`src/rtl/reg_file_wr_ctrl.sv`:
```
// ============================================================================
// Module  : reg_file_wr_ctrl
// Brief   : Round-robin write-port arbiter for the register file, plus a
//           one-register-per-cycle clear sweep started by a single pulse.
// Revision: 1.0  initial release
// ============================================================================
`default_nettype none

module reg_file_wr_ctrl #(
  parameter int DATA_W    = 32,
  parameter int ADDR_W    = 5,
  parameter int NUM_REGS  = 32,
  parameter int ZERO_LOCK = 1
) (
  input  logic              clk_i,
  input  logic              reset_ni,
  input  logic              req0_valid_i,
  input  logic [ADDR_W-1:0] req0_addr_i,
  input  logic [DATA_W-1:0] req0_data_i,
  output logic              req0_ready_o,
  input  logic              req1_valid_i,
  input  logic [ADDR_W-1:0] req1_addr_i,
  input  logic [DATA_W-1:0] req1_data_i,
  output logic              req1_ready_o,
  input  logic              clr_start_i,
  output logic              clr_busy_o,
  output logic              clr_done_o,
  output logic              rf_write_en_o,
  output logic [ADDR_W-1:0] rf_write_addr_o,
  output logic [DATA_W-1:0] rf_data_o
);

  localparam int                CNT_W     = ADDR_W + 1;
  localparam logic [CNT_W-1:0] C_CNT_END = CNT_W'(NUM_REGS);
  localparam logic [CNT_W-1:0] C_CNT_ONE = CNT_W'(1);

  typedef enum logic [0:0] {
    IDLE  = 1'b0,
    CLEAR = 1'b1
  } state_t;

  state_t              state_q, state_d;
  logic [CNT_W-1:0]    cnt_q, cnt_d;
  logic                last1_q, last1_d;
  logic                we_q, we_d;
  logic [ADDR_W-1:0]   addr_q, addr_d;
  logic [DATA_W-1:0]   data_q, data_d;
  logic                done_q, done_d;
  logic                w_gnt0, w_gnt1;
  logic [ADDR_W-1:0]   w_sel_addr;
  logic [DATA_W-1:0]   w_sel_data;

  always_ff @(posedge clk_i) begin
    if (!reset_ni) begin
      state_q <= IDLE;
      cnt_q   <= '0;
      last1_q <= 1'b1;
      we_q    <= 1'b0;
      addr_q  <= '0;
      data_q  <= '0;
      done_q  <= 1'b0;
    end else begin
      state_q <= state_d;
      cnt_q   <= cnt_d;
      last1_q <= last1_d;
      we_q    <= we_d;
      addr_q  <= addr_d;
      data_q  <= data_d;
      done_q  <= done_d;
    end
  end

  always_comb begin
    state_d    = state_q;
    cnt_d      = cnt_q;
    last1_d    = last1_q;
    we_d       = 1'b0;
    addr_d     = addr_q;
    data_d     = data_q;
    done_d     = 1'b0;
    w_gnt0     = 1'b0;
    w_gnt1     = 1'b0;
    w_sel_addr = req0_addr_i;
    w_sel_data = req0_data_i;

    case (state_q)
      IDLE: begin
        if (clr_start_i) begin
          // The first clear write (address 0) is registered on the start edge itself.
          state_d = CLEAR;
          cnt_d   = C_CNT_ONE;
          we_d    = 1'b1;
          addr_d  = '0;
          data_d  = '0;
        end else begin
          // last1_q set means requester 1 won most recently, so requester 0 has priority.
          w_gnt0 = req0_valid_i && (!req1_valid_i || last1_q);
          w_gnt1 = req1_valid_i && (!req0_valid_i || !last1_q);
          if (w_gnt1) begin
            w_sel_addr = req1_addr_i;
            w_sel_data = req1_data_i;
          end
          if (w_gnt0 || w_gnt1) begin
            last1_d = w_gnt1;
            if (!((ZERO_LOCK != 0) && (w_sel_addr == '0))) begin
              we_d   = 1'b1;
              addr_d = w_sel_addr;
              data_d = w_sel_data;
            end
          end
        end
      end
      CLEAR: begin
        if (cnt_q == C_CNT_END) begin
          state_d = IDLE;
          cnt_d   = '0;
          done_d  = 1'b1;
        end else begin
          we_d   = 1'b1;
          addr_d = cnt_q[ADDR_W-1:0];
          data_d = '0;
          cnt_d  = cnt_q + C_CNT_ONE;
        end
      end
      default: state_d = IDLE;
    endcase
  end

  assign req0_ready_o    = w_gnt0;
  assign req1_ready_o    = w_gnt1;
  assign clr_busy_o      = (state_q == CLEAR);
  assign clr_done_o      = done_q;
  assign rf_write_en_o   = we_q;
  assign rf_write_addr_o = addr_q;
  assign rf_data_o       = data_q;

endmodule

`default_nettype wire

```
`config.mk`:
```
export PLATFORM = sky130hd
export DESIGN_NAME = reg_file_wr_ctrl
export DESIGN_NICKNAME = d
export VERILOG_FILES = /design/src/rtl/reg_file_wr_ctrl.sv
export SDC_FILE = /design/constraint.sdc
export NUM_CORES = 1
export LEC_CHECK = 0
export BUFFER_PORTS_ARGS = -buffer_cell sky130_fd_sc_hd__buf_2
export CAP_MARGIN = 20
export CORE_MARGIN = 2
export CORE_UTILIZATION = 47
export CTS_CLUSTER_SIZE = 40
export DETAILED_ROUTE_END_ITERATION = 8
export MAX_ROUTING_LAYER = met4
export PLACE_DENSITY_LB_ADDON = 0.12
export SYNTH_ARGS = -nofsm -noshare
export SYNTH_HDL_FRONTEND = slang
export SYNTH_SLANG_ARGS = --single-unit
export TNS_END_PERCENT = 5
```
`constraint.sdc`:
```
create_clock -name clk_i -period 2.4 [get_ports clk_i]
set_clock_uncertainty 0.15 [all_clocks]
set_input_delay 0.24 -clock clk_i [delete_from_list [all_inputs] [get_ports clk_i]]
set_output_delay 0.24 -clock clk_i [all_outputs]
set_load 0.02 [all_outputs]
```
==> impl_metrics.tcl, run 1 <==
set metrics [dict create \
    tightest_slew_ps 587 \
    async_flop_share_pct 0 \
    syn_area_per_cell_um2 8.13 \
    synth_area_leaders "dfxtp_1, nand2_1, mux2i_1" \
    io_pins 121 \
    reg2regPathDepth 7 \
    startpoint_type "flop" \
    start_util_pct 49.5 \
    port_buffers 120 \
    nNetsFinal 508 \
    drive_gt1_share_pct 33.9 \
    rsz0062_at_grt "false" \
    die_area_um2 6060 \
    timing.rr.start "cnt_q[0]" \
    clk_root_buffer_cell "clkbuf_8" \
    crit_start "cnt_q[0]" \
    synth_warnings 0 \
    synth_flop_cell "dfxtp_1" \
    min-delay-start "req1_valid_i" \
    grt_pass1_vias 2421 \
    clk_pin_slew_ps 90 \
    drv_slew 0 \
    worstSetupPathType "flop to flop" \
    cts_tree "yes" \
    h-tree-depth 2 \
    postCtsSetupBuffers 0 \
    hpwl_mm 4.58 \
    power.density_nw_per_um2 513 \
    p_leak_nw 1.57 \
    cp-end-kind "flop" \
    clock.fmax_ghz 0.477 \
    max_stage_delay_ps 380 \
    status "finished clean" \
    p_total_mw 1.70 \
    ant_nets 0 \
    die_y_um 77.8 \
    setup_ws_ps 304 \
    maxCapViolCount 0 \
    min_period_ps 2100 \
    wire_per_inst_um 12.6 \
    ir_drop_mv 0.243 \
    insertion_delay_ps 290 \
    clk_path_buf_depth 2 \
    ys_ff_latch 47 \
    netlist.area_leader.share_pct 36.7 \
    syn_nets 396 \
    netlist_top_cells_count "nand2_1, dfxtp_1, mux2i_1, a21o_1, clkbuf_1" \
    syn-cell-area_um2 2560 \
    synth.most_common_cell "nand2_1" \
    rows 26 \
    worstPathArrival_ps 2170 \
    ys_seq_area_share_pct 36.7 \
    core_um2 5170 \
    ys_types 40 \
    gp_congestion 0.835 \
    path_cells "inv_1 -> ha_1 -> nand4bb_4 -> o31a_4 -> nor3_4 -> buf_12 -> mux2i_1" \
    crit_fanout 16 \
    vias 2479 \
    overflow 0 \
    first_pass_iters 5 \
    drc 0 \
    slew_headroom_pct 60.8 \
    grt_pass1_wl_mm 10.8 \
    cts_resized 0 \
    syn-instance-count 315 \
    grt_usage_pct 22.1 \
    n_antenna_cell 0 \
    setup_tns_ps 0 \
    antenna_found_initial 0 \
    hold_violations 0 \
    viasPerCell 4.98 \
    area_growth_pct 29.2 \
    finalCritPeriodShare_pct 87.3 \
    synth_top_area_cell "dfxtp_1" \
    drt-total-wl_mm 6.30 \
    r2r_end "rf_data_o[20]" \
    dp_worst_setup_slack_ps 328 \
    drtIter0Drc 126 \
    min_path_type "input port to flop" \
    cp.required_ps 2480 \
    slowest_stage "dfxtp_1" \
    grt_max_degree 48 \
    post-place-cells 490 \
    cts-hold-fix-buffers 0 \
    endpoint "rf_data_o[20]" \
    cts-buffers-inserted 5 \
    clock_sinks 47 \
    die_w_um 77.8 \
    ff2ff_setup_slack_ps 300 \
    synth-edff-count 0 \
    fin_cells 498 \
    finalSetupViolations 0 \
]
final cells by class:
class                   instances  area (um^2)
clock buffers                   6         72.6
inverters                       5         18.8
well taps                      70         87.6
fillers                       481         1860
repair buffers                128          698
flip-flops and latches         47          941
multi-input cells             240         1480
clock inverters                 2         12.5
metrics by stage:
stage          hold slack (ps)  area (um^2)  utilization (%)
5_1_grt                    104         3310             64.0
3_5_place_dp               300         3220             62.3
6_report                   102         3310             64.0
4_1_cts                   91.4         3310             64.0
3_3_place_gp               291         3220             62.3
2_1_floorplan              251         2560                -
cell families (layout without fill, tap and decap cells):
logic type / Yosys count / in the layout / synth area share (%)
AND/OR/NAND/NOR: 142 / 142 / 24.4
AO/OA/AOI/OAI: 63 / 63 / 19.1
flip-flops: 47 / 47 / 36.7
multiplexers: 33 / 33 / 12.9
buffers and inverters: 28 / 141 / 5.86
adder cells (fa/ha/maj): 2 / 2 / 0.977
registers in the layout, summed over array words and instances (netlist names):
register	count
clr_done_o	1
clr_busy_o	1
cnt_q	6
rf_write_en_o	1
last1_q	1
rf_data_o	32
rf_write_addr_o	5
worst max-delay path: cells and delay by family (launching register included):
family	cells	cell delay, ps
DFF	1	380
and+or+nand+nor	2	450
buffers and inverters	2	290
adders and majority gates	1	200
muxes	1	220
AOI/OAI and AO/OA	1	340
power by group:
group	internal [mW]	leakage, nW	total (mW)	switching (mW)
Clock	0.204	0.0412	0.457	0.254
Combinational	0.172	1.14	0.398	0.225
Sequential	0.818	0.384	0.842	0.0236
worst min path at each step:
| stage | cells after the start | to | slack [ps] |
|---|---|---|---|
| global route | 3 | last1_q | 100 |
| detailed placement | 2 | rf_data_o[2] | 300 |
| CTS | 3 | last1_q | 90 |
| finish | 3 | last1_q | 100 |
| floorplan | 2 | last1_q | 250 |
| global placement | 2 | rf_data_o[25] | 290 |
per-layer routing:
metal  up-vias  part of all wire [%]  track usage (%)  wire length, um
met2        97                    45             35.9             2820
met1      1083                    47             27.8             2960
li1       1294                     -                -                -
met3         5                   7.4             4.19              467
met5         -                     0                -                0
met4         0                  0.73             6.79               46
cell usage in the layout (no fill, tap or decap), types with 2 or more instances in the layout:
cell and count:
a21oi_1 7, and2_1 2, mux2i_1 33, clkbuf_8 5
inv_1 5, nand3_1 9, and3_1 6, o211ai_1 2
nor2_1 5, buf_2 120, a211oi_2 2, dfxtp_1 47
buf_4 5, nand2_1 108, o41ai_1 5, nor3_1 4
ha_1 2, nor2b_1 2, a21o_1 32, buf_12 3
o21ai_0 3
Power figures use the tool's default switching activity.
==> inputs of run 2 (changes only) <==
--- a/config.mk
+++ b/config.mk
@@ -11,9 +11,8 @@
 export CORE_UTILIZATION = 47
 export CTS_CLUSTER_SIZE = 40
 export DETAILED_ROUTE_END_ITERATION = 8
-export MAX_ROUTING_LAYER = met4
 export PLACE_DENSITY_LB_ADDON = 0.12
+export SLEW_MARGIN = 5
 export SYNTH_ARGS = -nofsm -noshare
 export SYNTH_HDL_FRONTEND = slang
 export SYNTH_SLANG_ARGS = --single-unit
-export TNS_END_PERCENT = 5
==> impl_metrics.tcl, run 2 (synthesized netlist as in run 1, its figures left out) <==
set metrics [dict create \
    status "finished clean" \
    grt_pass1_vias 2421 \
    cp.required_ps 2480 \
    dp_worst_setup_slack_ps 328 \
    io_pins 121 \
    h-tree-depth 2 \
    postPlaceCellArea_um2 3220 \
    antenna_found_initial 0 \
    fillCellCount 481 \
    drv_slew 0 \
    postCtsSetupBuffers 0 \
    wire_per_inst_um 12.7 \
    grt.busiest_layer "met2" \
    clock.fmax_ghz 0.477 \
    insertion_delay_ps 290 \
    first_pass_iters 4 \
    ant_nets 0 \
    grt_usage_pct 21.5 \
    vias 2482 \
    tightest_slew_ps 600 \
    slew_headroom_pct 59.9 \
    drt-total-wl_mm 6.32 \
    die_w_um 77.8 \
    grt_pass1_wl_mm 10.8 \
    cts-hold-fix-buffers 0 \
    area_growth_pct 29.2 \
    core_um2 5170 \
    viasPerCell 4.98 \
    largest_reg_flops 32 \
    setup_tns_ps 0 \
    grt_util_met2_pct 35.9 \
    fin_area_um2 3310 \
    maxCapViolCount 0 \
    rows 26 \
    cts_tree "yes" \
    p_total_mw 1.70 \
    final_common_cell "buf_2" \
    clk_path_buf_depth 2 \
    port_buffers 120 \
    min_path_type "input port to flop" \
    cp-end-kind "flop" \
    rsz0062_at_grt "false" \
    clk_pin_slew_ps 90 \
    die_y_um 77.8 \
    met3_usage_pct 4.65 \
    grt_util_met1_pct 27.4 \
    cts_resized 0 \
    finalSetupViolations 0 \
    drc 0 \
    overflow 0 \
    n_antenna_cell 0 \
    timing.hold.ws_ps 103 \
    hpwl_mm 4.58 \
    start_util_pct 49.5 \
    die_area_um2 6060 \
    crit_fanout 16 \
    worstPathArrival_ps 2170 \
    power.density_nw_per_um2 513 \
    ir_drop_mv 0.243 \
    clock_sinks 47 \
    startpoint_type "flop" \
    nNetsFinal 508 \
    hold_violations 0 \
    p_leak_nw 1.57 \
    drive_gt1_share_pct 33.9 \
    min_period_ps 2100 \
    gp_congestion 0.823 \
    clk_root_buffer_cell "clkbuf_8" \
    seqCellArea_um2 941 \
    cts-buffers-inserted 5 \
    finalCritPeriodShare_pct 87.3 \
    drtIter0Drc 122 \
    worstSetupPathType "flop to flop" \
    multi_input_area_um2 1480 \
    final_cell_mix "buf_2, nand2_1, dfxtp_1" \
    setup_ws_ps 305 \
    grt_max_degree 48 \
]
==> run 2: cell counts in the layout (fill, tap and decap cells not counted) <==
Identical to the previous run, type by type.
==> run 2: metal layers <==
metal,share of wire [%],wire length (um),vias up
li1,-,-,1295
met2,45,2840,94
met1,47,3000,1088
met3,6.9,437,5
met5,0,0,-
met4,0.73,46,0
==> run 2: final cells by class <==
class                   count  share of cell area, %
clock buffers               6                   2.19
clock inverters             2                  0.378
inverters                   5                  0.567
multi-input cells         240                   44.7
flip-flops and latches     47                   28.4
well taps                  70                   2.65
repair buffers            128                   21.1
==> run 2: where the power goes <==
| group | switching [mW] | internal, mW | total [mW] |
|---|---|---|---|
| sequential | 0.0238 | 0.818 | 0.842 |
| clock | 0.253 | 0.204 | 0.456 |
| combinational | 0.226 | 0.172 | 0.398 |
==> run 2: final timing paths <==
path	startpoint	endpoint	slack (ps)	depth (start not counted)
max	cnt_q[0]	rf_data_o[20]	300	7
min	req1_valid_i	last1_q	100	3
max reg2reg	cnt_q[0]	rf_data_o[20]	300	7
min reg2reg	rf_data_o[2]	rf_data_o[2]	310	2
==> run 2: worst max-delay path, cell delays in order, from the launching register on <==
cell and delay [ps]:
dfxtp_1 370, inv_1 80, ha_1 200, nand4bb_4 150
o31a_4 340, nor3_4 300, buf_12 210, mux2i_1 220
==> run 2: metrics by stage <==
step           cells  utilization [%]
6_report         498             64.0
2_1_floorplan    315                -
3_3_place_gp     490             62.3
5_1_grt          498             64.0
4_1_cts          498             64.0
3_5_place_dp     490             62.3
==> inputs of run 3 (changes only) <==
--- a/config.mk
+++ b/config.mk
@@ -8,7 +8,7 @@
 export BUFFER_PORTS_ARGS = -buffer_cell sky130_fd_sc_hd__buf_2
 export CAP_MARGIN = 20
 export CORE_MARGIN = 2
-export CORE_UTILIZATION = 47
+export CORE_UTILIZATION = 50
 export CTS_CLUSTER_SIZE = 40
 export DETAILED_ROUTE_END_ITERATION = 8
 export PLACE_DENSITY_LB_ADDON = 0.12
==> constraint.sdc (replaced) <==
create_clock -name clk_i -period 2.67 [get_ports clk_i]
set_clock_uncertainty 0.15 [all_clocks]
set_input_delay 0.267 -clock clk_i [delete_from_list [all_inputs] [get_ports clk_i]]
set_output_delay 0.267 -clock clk_i [all_outputs]
set_load 0.02 [all_outputs]
==> impl_metrics.tcl, run 3 (synthesized netlist as in run 1, its figures left out) <==
set metrics [dict create \
    p_leak_nw 1.57 \
    rsz0062_at_grt "false" \
    ff2ff_setup_slack_ps 460 \
    area_growth_pct 28.9 \
    grt_max_degree 39 \
    grt_pass1_wl_mm 9.49 \
    core_um2 5010 \
    overflow 0 \
    finalCritPeriodShare_pct 82.7 \
    cts_tree "yes" \
    endpoint "rf_data_o[7]" \
    ir_drop_mv 0.239 \
    rows 26 \
    insertion_delay_ps 300 \
    switching_share_pct 27.5 \
    port_buffers 120 \
    clock.fmax_ghz 0.453 \
    grt_usage_pct 21.5 \
    seqPwrFrac_pct 46.5 \
    timing.hold.ws_ps 126 \
    cp-end-kind "flop" \
    fin_area_um2 3300 \
    n_antenna_cell 0 \
    p_int_mw 1.19 \
    io_pins 121 \
    hpwl_mm 4.43 \
    die_area_um2 5710 \
    setup_tns_ps 0 \
    final_cell_mix "buf_2, nand2_1, dfxtp_1" \
    viasPerCell 5.05 \
    die_y_um 75.6 \
    crit_fanout 32 \
    postPlaceCellArea_um2 3180 \
    fin_util_pct 65.9 \
    clock_sinks 47 \
    final_common_cell "buf_2" \
    start_util_pct 51.1 \
    cp.required_ps 2740 \
    worstSetupPathType "flop to flop" \
    power.density_nw_per_um2 495 \
    startpoint_type "flop" \
    wire_per_inst_um 12.3 \
    drive_gt1_share_pct 33.8 \
    hold_depth 3 \
    status "finished clean" \
    first_pass_iters 4 \
    ant_nets 0 \
    grt_pass1_vias 2144 \
    timing.rr.start "clr_busy_o" \
    cts_resized 0 \
    gp_congestion 0.853 \
    largest_reg_flops 32 \
    h-tree-depth 2 \
    crit_start "clr_busy_o" \
    drc 0 \
    reg2regPathDepth 5 \
    r2r_end "rf_data_o[7]" \
    min_path_type "input port to flop" \
    clk_root_buffer_cell "clkbuf_8" \
    slew_headroom_pct 62.9 \
    tightest_slew_ps 556 \
    drt-total-wl_mm 6.08 \
    min_period_ps 2210 \
    hold_violations 0 \
    die_w_um 75.6 \
    antenna_found_initial 0 \
    cts-buffers-inserted 5 \
    combinationalPowerShare_pct 21.0 \
    finalSetupViolations 0 \
    setup_ws_ps 463 \
    worstPathArrival_ps 2280 \
    fillCellCount 445 \
    drtIter0Drc 132 \
    clk_path_buf_depth 2 \
    dp_worst_setup_slack_ps 518 \
    p_switching_mw 0.449 \
    pwr-share-clk_pct 32.5 \
    vias 2503 \
    drv_slew 0 \
    maxCapViolCount 0 \
    postCtsSetupBuffers 0 \
    clk_pin_slew_ps 90 \
    cts-hold-fix-buffers 0 \
    nNetsFinal 506 \
]
-- run 3: cell types whose count changed in the layout (fill, tap and decap cells not counted), sizes merged --
cell,change
buf,-2
bufinv,+1
clkinvlp,-1
-- run 3: worst min-delay path by stage --
| stage | start | to | slack (ps) |
|---|---|---|---|
| after CTS | req1_valid_i | last1_q | 120 |
| after global placement | rf_data_o[25] | rf_data_o[25] | 290 |
| after floorplan | req1_valid_i | last1_q | 280 |
| final | req1_valid_i | last1_q | 130 |
| after detailed placement | rf_data_o[20] | rf_data_o[20] | 300 |
| after global routing | req1_valid_i | last1_q | 120 |
-- run 3: worst max-delay path, stage by stage (launching register included) --
cell and delay (ps):
dfxtp_1 680, inv_1 140, o31a_4 410, nor3_4 230
buf_12 260, mux2i_1 230
-- run 3: power by group through the flow --
stage / clock [mW] / sequential, mW / combinational (mW)
6_report: 0.531 / 0.760 / 0.344
4_1_cts: 0.543 / 0.760 / 0.346
5_1_grt: 0.578 / 0.765 / 0.380
2_1_floorplan: 0 / 0.809 / 0.190
3_3_place_gp: 0 / 0.775 / 0.340
3_5_place_dp: 0 / 0.776 / 0.345
-- run 3: final cells by class --
class,instances,area [um^2],area share [%]
clock buffers,6,82.6,2.50
clock inverters,2,35.0,1.06
inverters,5,18.8,0.569
multi-input cells,240,1480,44.8
flip-flops and latches,47,941,28.5
well taps,70,87.6,2.65
repair buffers,126,658,19.9
-- run 3: routing by layer --
metal,vias to the layer above,track usage (%),wire [um]
met5,-,0,0
met4,0,6.43,70
li1,1292,-,-
met2,97,33.6,2720
met1,1107,28.4,2800
met3,7,6.88,491
-- run 3: stage by stage --
| stage | power, mW | cells |
|---|---|---|
| 6_report | 1.63 | 496 |
| 5_1_grt | 1.72 | 496 |
| 4_1_cts | 1.65 | 496 |
| 3_5_place_dp | 1.12 | 488 |
| 3_3_place_gp | 1.11 | 488 |
| 2_1_floorplan | 0.999 | 315 |
